## src/rtl/control_seq.sv

```systemverilog
// Instruction sequencer: fetches a 16-bit word, decodes it into datapath control fields,
// and steps through EXEC/MEM/WB with a bounded wait on data memory and a sticky fault state.
module control_seq #(
  parameter int DW          = 16,
  parameter bit SEXT        = 1'b1,
  parameter int MEM_TIMEOUT = 15
) (
  input  logic          CLK,
  input  logic          RST,
  input  logic [15:0]   IR,
  input  logic          IR_VALID,
  output logic          IR_READY,
  input  logic          MEM_DONE,
  input  logic          COND,
  output logic [2:0]    DA,
  output logic [2:0]    AA,
  output logic [2:0]    BA,
  output logic [4:0]    FS,
  output logic          MB,
  output logic [DW-1:0] KNS,
  output logic          RW,
  output logic          MR,
  output logic          MW,
  output logic          MD,
  output logic          PL,
  output logic          PI,
  output logic          FAULT,
  output logic [1:0]    FAULT_CODE,
  output logic [2:0]    DBG_STATE
);

  // Handshake: a word is transferred on a rising CLK edge where IR_VALID and IR_READY are
  // both 1 and RST is 0; IR_READY never depends on IR_VALID.

  typedef enum logic [2:0] {
    S_FETCH  = 3'd0,
    S_DECODE = 3'd1,
    S_EXEC   = 3'd2,
    S_MEM    = 3'd3,
    S_WB     = 3'd4,
    S_FAULT  = 3'd5
  } state_t;

  localparam logic [4:0] FS_ADD  = 5'b00010;
  localparam logic [4:0] FS_SUB  = 5'b00101;
  localparam logic [4:0] FS_AND  = 5'b01000;
  localparam logic [4:0] FS_OR   = 5'b01010;
  localparam logic [4:0] FS_XOR  = 5'b01100;
  localparam logic [4:0] FS_PASS = 5'b01110;
  localparam logic [7:0] TMO     = MEM_TIMEOUT[7:0];

  function automatic logic [DW-1:0] lit8(input logic [7:0] v);
    return {{(DW-8){SEXT & v[7]}}, v};
  endfunction

  function automatic logic [DW-1:0] lit11(input logic [10:0] v);
    return {{(DW-11){SEXT & v[10]}}, v};
  endfunction

  function automatic logic [DW-1:0] off12(input logic [11:0] v);
    return {{(DW-12){v[11]}}, v};
  endfunction

  state_t      state_q, state_d;
  logic [15:0] ir_q, ir_d;
  logic [7:0]  cnt_q, cnt_d;
  logic [1:0]  code_q, code_d;

  logic illegal, is_ld, is_st, is_brc, is_jmp;

  // Field decode works from the latched word only, so fields hold until the next handshake.
  // A cleared word decodes as illegal, which leaves every field at 0.
  always_comb begin
    DA      = 3'd0;
    AA      = 3'd0;
    BA      = 3'd0;
    FS      = 5'd0;
    MB      = 1'b0;
    KNS     = '0;
    illegal = 1'b0;
    is_ld   = 1'b0;
    is_st   = 1'b0;
    is_brc  = 1'b0;
    is_jmp  = 1'b0;
    case (ir_q[15:14])
      2'b00: begin
        case (ir_q[13:11])
          3'd1:    FS = FS_ADD;
          3'd2:    FS = FS_SUB;
          3'd3:    FS = FS_AND;
          3'd4:    FS = FS_OR;
          3'd5:    FS = FS_XOR;
          default: illegal = 1'b1;
        endcase
        if (!illegal) begin
          DA  = ir_q[10:8];
          AA  = ir_q[10:8];
          MB  = 1'b1;
          KNS = lit8(ir_q[7:0]);
        end
      end
      2'b01: begin
        FS = ir_q[13:9];
        DA = ir_q[8:6];
        AA = ir_q[5:3];
        BA = ir_q[2:0];
      end
      2'b10: begin
        case (ir_q[13:12])
          2'b00: begin
            is_ld = 1'b1;
            DA    = ir_q[8:6];
            AA    = ir_q[5:3];
          end
          2'b01: begin
            is_st = 1'b1;
            AA    = ir_q[5:3];
            BA    = ir_q[2:0];
          end
          2'b10: begin
            is_brc = 1'b1;
            KNS    = off12(ir_q[11:0]);
          end
          default: begin
            is_jmp = 1'b1;
            KNS    = off12(ir_q[11:0]);
          end
        endcase
      end
      default: begin
        DA  = ir_q[13:11];
        MB  = 1'b1;
        FS  = FS_PASS;
        KNS = lit11(ir_q[10:0]);
      end
    endcase
  end

  always_comb begin
    state_d  = state_q;
    ir_d     = ir_q;
    cnt_d    = cnt_q;
    code_d   = code_q;
    IR_READY = 1'b0;
    RW       = 1'b0;
    MR       = 1'b0;
    MW       = 1'b0;
    MD       = 1'b0;
    PL       = 1'b0;
    PI       = 1'b0;
    case (state_q)
      S_FETCH: begin
        IR_READY = ~RST;
        if (IR_VALID) begin
          ir_d    = IR;
          state_d = S_DECODE;
        end
      end
      S_DECODE: begin
        if (illegal) begin
          state_d = S_FAULT;
          code_d  = 2'b01;
        end else begin
          state_d = S_EXEC;
        end
      end
      S_EXEC: begin
        cnt_d = 8'd0;
        if (is_ld || is_st) begin
          state_d = S_MEM;
        end else begin
          state_d = S_FETCH;
          if (is_jmp) begin
            PL = 1'b1;
          end else if (is_brc) begin
            PL = COND;
            PI = ~COND;
          end else begin
            RW = 1'b1;
            PI = 1'b1;
          end
        end
      end
      S_MEM: begin
        MR = is_ld;
        MW = is_st;
        // Completion wins over timeout when both happen in the same cycle.
        if (MEM_DONE) begin
          if (is_ld) begin
            state_d = S_WB;
          end else begin
            PI      = 1'b1;
            state_d = S_FETCH;
          end
        end else if (cnt_q + 8'd1 == TMO) begin
          state_d = S_FAULT;
          code_d  = 2'b10;
        end else begin
          cnt_d = cnt_q + 8'd1;
        end
      end
      S_WB: begin
        RW      = 1'b1;
        MD      = 1'b1;
        PI      = 1'b1;
        state_d = S_FETCH;
      end
      S_FAULT: begin
        state_d = S_FAULT;
      end
      default: state_d = S_FETCH;
    endcase
  end

  always_ff @(posedge CLK) begin
    if (RST) begin
      state_q <= S_FETCH;
      ir_q    <= 16'd0;
      cnt_q   <= 8'd0;
      code_q  <= 2'b00;
    end else begin
      state_q <= state_d;
      ir_q    <= ir_d;
      cnt_q   <= cnt_d;
      code_q  <= code_d;
    end
  end

  assign FAULT      = (state_q == S_FAULT);
  assign FAULT_CODE = code_q;
  assign DBG_STATE  = state_q;

endmodule

```

## config.mk

```make
export PLATFORM = sky130hd
export DESIGN_NAME = control_seq
export DESIGN_NICKNAME = d
export VERILOG_FILES = /design/src/rtl/control_seq.sv
export SDC_FILE = /design/constraint.sdc
export NUM_CORES = 1
export LEC_CHECK = 0
export ABC_AREA = 1
export CAP_MARGIN = 30
export CORE_UTILIZATION = 50
export CTS_CLUSTER_DIAMETER = 150
export DETAILED_ROUTE_END_ITERATION = 12
export GPL_ROUTABILITY_DRIVEN = 0
export GPL_TIMING_DRIVEN = 1
export PLACE_DENSITY = 0.94
export SKIP_LAST_GASP = 1
export SLEW_MARGIN = 20
export SYNTH_ARGS = -nofsm -noshare
export SYNTH_HDL_FRONTEND = slang
export SYNTH_SLANG_ARGS = --single-unit
```

## constraint.sdc

```tcl
create_clock -name CLK -period 6.2 [get_ports CLK]
set_clock_uncertainty 0.1 [all_clocks]
set_input_delay 1.86 -clock CLK [delete_from_list [all_inputs] [get_ports CLK]]
set_output_delay 1.86 -clock CLK [all_outputs]
set_load 0.05 [all_outputs]
```

# After elaboration in Yosys (flattened, before gate mapping)
# Cells that the tools add are included.
# W data, S select, Z words.
[op_classes]
n_addsub = 1
eq_ne = 21
n_mux = 57
bitwise = 2
n_reduce_logical = 14
[op_table]
columns = ["cell", "n"]
rows = [
  ["$pmux W16 S3", 1],
  ["$mux W16", 2],
  ["$mux W1", 28],
  ["$mux W3", 9],
  ["$pmux W4 S5", 1],
  ["$pmux W3 S3", 2],
  ["$mux W8", 2],
  ["$pmux W8 S2", 1],
  ["$pmux W3 S5", 1],
  ["$pmux W5 S3", 1],
  ["$eq A3 B2 Y1 const B", 4],
  ["$eq A3 B3 Y1 const B", 4],
  ["$ne A2 B2 Y1 const B", 5],
  ["$add A8 B1 Y8 const B", 1],
  ["$eq A8 B4 Y1 const B", 1],
  ["$mux W2", 4],
  ["$eq A3 B1 Y1 const B", 2],
  ["$pmux W3 S2", 1],
  ["$reduce_or A5 Y1", 1],
  ["$eq A2 B1 Y1 const B", 2],
  ["$eq A2 B2 Y1 const B", 2],
  ["$logic_not A2 Y1", 2],
  ["$pmux W1 S2", 2],
  ["$pmux W2 S2", 1],
  ["11 further kinds", 15],
]
[totals]
regBits = 29
output_inout_bits = 44
wordCells = 99

# Depth between registers and ports, before layout
[logic_depth]
depth_word = 7
ltp_mapped = 11
mapped_depth_nobuf = 11

# Least setup slack after synthesis
# No wires, ideal clock.
[synth_path]
path_kind = "input to output"
start = "input port COND"
end = "output port PL"
t_arrival_ns = 3.072
path_slack_ns = 1.168
path_stages = 4
cell_sequence = "nand3_1 > nand2_1 > inv_1 > nor3_1"
[synth_via]
elab_chain_cells = 4
[synth_lines]
columns = ["item", "line_no", "source"]
rows = [
  ["start: declaration", "14", "input logic COND,"],
  ["$mux W1", "175", "end else if (is_brc) begin"],
  ["$mux W1", "173", "if (is_jmp) begin"],
  ["$mux W1", "169", "if (is_ld || is_st) begin"],
  ["$mux W1", "151", "case (state_q)"],
  ["end: declaration", "25", "output logic PL,"],
]
# No other way between the ends.

# Worst setup path in the final report
[layout_path]
start = "input port MEM_DONE"
end = "output port PI"
[layout_via]
elab_chain_cells = 2
[layout_lines]
columns = ["item", "line_no", "source"]
rows = [
  ["start: declaration", "13", "input logic MEM_DONE,"],
  ["$mux W1", "188", "if (MEM_DONE) begin"],
  ["$pmux W1 S3", "151", ""],
  ["end: declaration", "26", "output logic PI,"],
]
# No other way between the ends.

==> results by stage <==
Min path:
- The worst min-delay path startpoint is FAULT_CODE[1].
- Counting instances, the worst hold path has a depth of 2.
- The tightest min-delay check is of the reg -> reg type.
- The sink of the worst hold path is FAULT_CODE[1].

Route:
- The first TritonRoute pass finished after 5 iterations.
- Summed over all layers, the routed wires come to 5408 um.
- The detail route stage leaves a number of antenna-violating nets equal to 0.
- The detailed-route vias per instance is 5.409.
- The remaining design rule violation count is 0.
- The final route contains 2169 vias.
- The initial DRC count is 205.
- Dividing the detail-routed wire length by the instance count gives 13.49 um.

Yosys:
- The synthesized netlist devotes 21.93% of its cell area to compound gates.
- By instance count, the leading cell after synthesis is inv_1.
- The area of the mapped netlist is a little under 2000 sq um.
- By area, the combinational part of the netlist is dominated by simple AND/OR/NAND/NOR gates.
- The average instance in the mapped netlist occupies ~6.7 sq um.
- After synthesis, the most frequently instantiated cells are 43 x inv_1, 40 x nand2_1, 37 x a21oi_1, 29 x dfxtp_1.
- Measured against the total synthesized area, the mux share comes to 0%.
- The total of warnings raised by yosys is 0.
- Yosys mapped the design onto 35 distinct sky130hd cell types.
- In this run, synthesis produced a sequential element count of 29.
- The share of synthesized flip-flops with an asynchronous set or reset is 0%.
- Summing the areas of all xor and xnor instances in the mapped netlist gives 0% of the synthesized area.
- The post-synthesis share of cell area spent on full adders, half adders and majority gates is roughly 7.0%.
- The number of synthesized flops with an enable pin is 0.
- By area the synthesized netlist is led by dfxtp_1 30%, a21oi_1 9.5%, inv_1 8.2%, nand2_1 7.7%, ha_1 7.0%.
- After synthesis, the largest area contributor takes up 29.67% of total cell area.
- The biggest area consumer among synthesized cells is dfxtp_1.
- Summing the areas of all and, or, nand and nor instances in the mapped netlist gives 28.84% of the synthesized area.
- Synthesis handed over a netlist of 294 instances.
- The sequential fraction of the synthesis area is between 20% and 30%.
- The commonest register cell after synthesis is dfxtp_1.
- Synthesis produced a netlist with a net count of 326.

Floorplan:
- The horizontal extent of the die is 64.56 um.
- The full die area is between 4000 and 5000 sq um.
- The initial utilization of the core area, before any placement, comes to between 50% and 60%.
- The height of the die is around 65 um.
- The area of the core region is around 3700 sq um.
- The placement row count is 22.
- During I/O placement, the number of pins put on the boundary was between 60 and 70.

Cells and area:
- Of the cells placed in the final design, the portion with a size suffix greater than 1 is approximately 5.9%.
- The final design utilization is roughly 72%.
- In the final layout, flip-flops and latches occupy ~580 sq um.
- The number of fill cells is around 300.
- At the end of the flow, the number of nets in the layout was around 380.
- After routing the design area is 2690 sq um.
- Compared with the post-synthesis result, the final layout area differs by 37.47%.
- The antenna diode count is 0.
- In the final layout, the multi-input gates occupy 1131 sq um.

Global route:
- The wire length of the first global-routing pass is between 8000 and 9000 um.
- After global routing the overflow that remains totals 0.
- The number of antenna violations at the first check in global routing is 0.
- The largest net degree at the start of global routing is 33.
- The aggregate global-route resource usage is 27.04%.
- The number of global-route vias before repair came to between 2k and 2.5k.

Run status:
- The run finished with clean final reports.

STA:
- After layout, the minimum clock period comes to around 5.5 ns.
- The max-slew violation count is 0.
- For the pin with the worst max-slew slack, the measured transition is between 0.8 and 0.9 ns.
- Setup repair after global routing left no endpoint under its margin.
- Static timing analysis puts the maximum clock frequency at 181.7 MHz.
- After routing, the total negative slack on setup checks comes to 0 ns.
- The headroom to the max-slew limit is about 42%.
- Hold timing on the final database bottoms out at a slack of approximately 0.38 ns.
- The final-report hold violation count was 0.
- The share of the clock period used by the worst path is roughly nine tenths.
- Setup violations remaining at the end of the flow were counted as 0.

Clock tree:
- The number of hold buffers added after cts is 0.
- For the worst-skew pair, the clock arrives at the later sink with an insertion delay of 0.28 ns.
- The clock-pin slew reported for the worst setup and hold paths after clock tree synthesis is ~0.060 ns.
- The total setup buffers inserted after CTS is 0.
- In this run the clock root is driven by a clkbuf_8.
- The maximum buffer depth of the clock tree is 2.
- Post-CTS repair changed the size of 0 cells.
- The number of clock sinks is 29.
- Buffers inserted during clock tree synthesis total 5.
- TritonCTS built the clock tree.
- The total number of H-tree levels is 2.

Place:
- Input and output buffers added on the ports amount to between 60 and 70.
- Summing all placed instances gives a cell area of 2589 sq um.
- The half-perimeter wire length after detailed placement is a little over 4000 um.

Worst setup path:
- The data required time at the worst endpoint is approximately 4.2 ns.
- The worst setup slack for register-to-register paths is between 4 and 5 ns.
- The critical path startpoint category is a primary input.
- The end of the worst register-to-register path is DBG_STATE[0].
- In this run the critical register-to-register path is launched from ir_q[13].
- Measured in cells, the most critical reg-to-reg path has a length of 8.
- STA classifies the critical path endpoint as an output port.
- The worst setup path category is in -> out.
- The arrival time at the worst endpoint is roughly 3.5 ns.
- The largest driver fanout on the critical path is 3.

Flow run:
- The number of max-cap violations is 0.

Pwr:
- The cell leakage power is ~0.0011 uW.
- For this design the ratio of total power to cell area is about 340 nW/um^2.
- The maximum vdd drop is approximately 0.25 mV.
registers in the layout, indices dropped and copies added, names as in the netlist:
register and flops:
ir_q 16, cnt_q 8, FAULT_CODE 2, DBG_STATE 3
worst max-delay path by stage:
stage | end | cells past startpoint | startpoint
floorplan | PL | 4 | COND
global placement | PI | 4 | MEM_DONE
detailed placement | PI | 4 | MEM_DONE
CTS | PI | 4 | MEM_DONE
global route | PI | 4 | MEM_DONE
finish | PI | 4 | MEM_DONE
logic make-up (layout without fill, tap and decap cells):
| family | Yosys count | in the layout |
|---|---|---|
| compound gates | 77 | 77 |
| buf+inv | 59 | 118 |
| flops | 29 | 29 |
| fa+ha+maj | 11 | 11 |
| simple gates | 118 | 118 |
area by class of cell:
type | count | area share, %
timing repair buffer | 65 | 24.09
clock buffer | 7 | 3.581
multi-input combinational | 206 | 42.05
tap | 48 | 2.233
sequential | 29 | 21.58
clock inverter | 1 | 0.1860
inverter | 45 | 6.279
power breakdown:
part           total, uW  switching (uW)  internal, uW
clock                172            71.6           100
combinational        498             347           151
sequential           233            20.8           213
metal layers:
metal	wire, um	part of all wire [%]	GRT usage [%]
met5	0	0	0
met1	2342	43	34.09
met4	46	0.85	6.667
met3	407	7.5	7.218
met2	2613	48	45.53
critical path, stage by stage:
cell and delay (ns):
clkdlybuf4s50_1 0.52, nand2_1 0.11, o221ai_1 0.21, clkdlybuf4s50_1 0.84
placed cells by master, fill, tap and decap left out, types with 6 or more instances in the layout:
cell type | netlist | final
clkdlybuf4s50_1 | 0 | 64
inv_1 | 43 | 43
nand2_1 | 40 | 40
a21oi_1 | 37 | 37
dfxtp_1 | 29 | 29
nand3_1 | 26 | 26
nor2_1 | 26 | 26
o21ai_0 | 24 | 24
ha_1 | 11 | 11
nor3_1 | 8 | 8
clkbuf_8 | 0 | 7
nand4_1 | 6 | 6
per-stage QoR:
step | power [uW] | cells | setup WS (ns)
after floorplan | 582.9 | 294 | 1.168
after global placement | 720.0 | 393 | 0.7170
after detailed placement | 728.2 | 393 | 0.7160
after CTS | 902.3 | 401 | 0.7072
after global routing | 949.5 | 401 | 0.6502
final | 902.8 | 401 | 0.6968
Note: power is estimated with default switching activity, not from simulation.
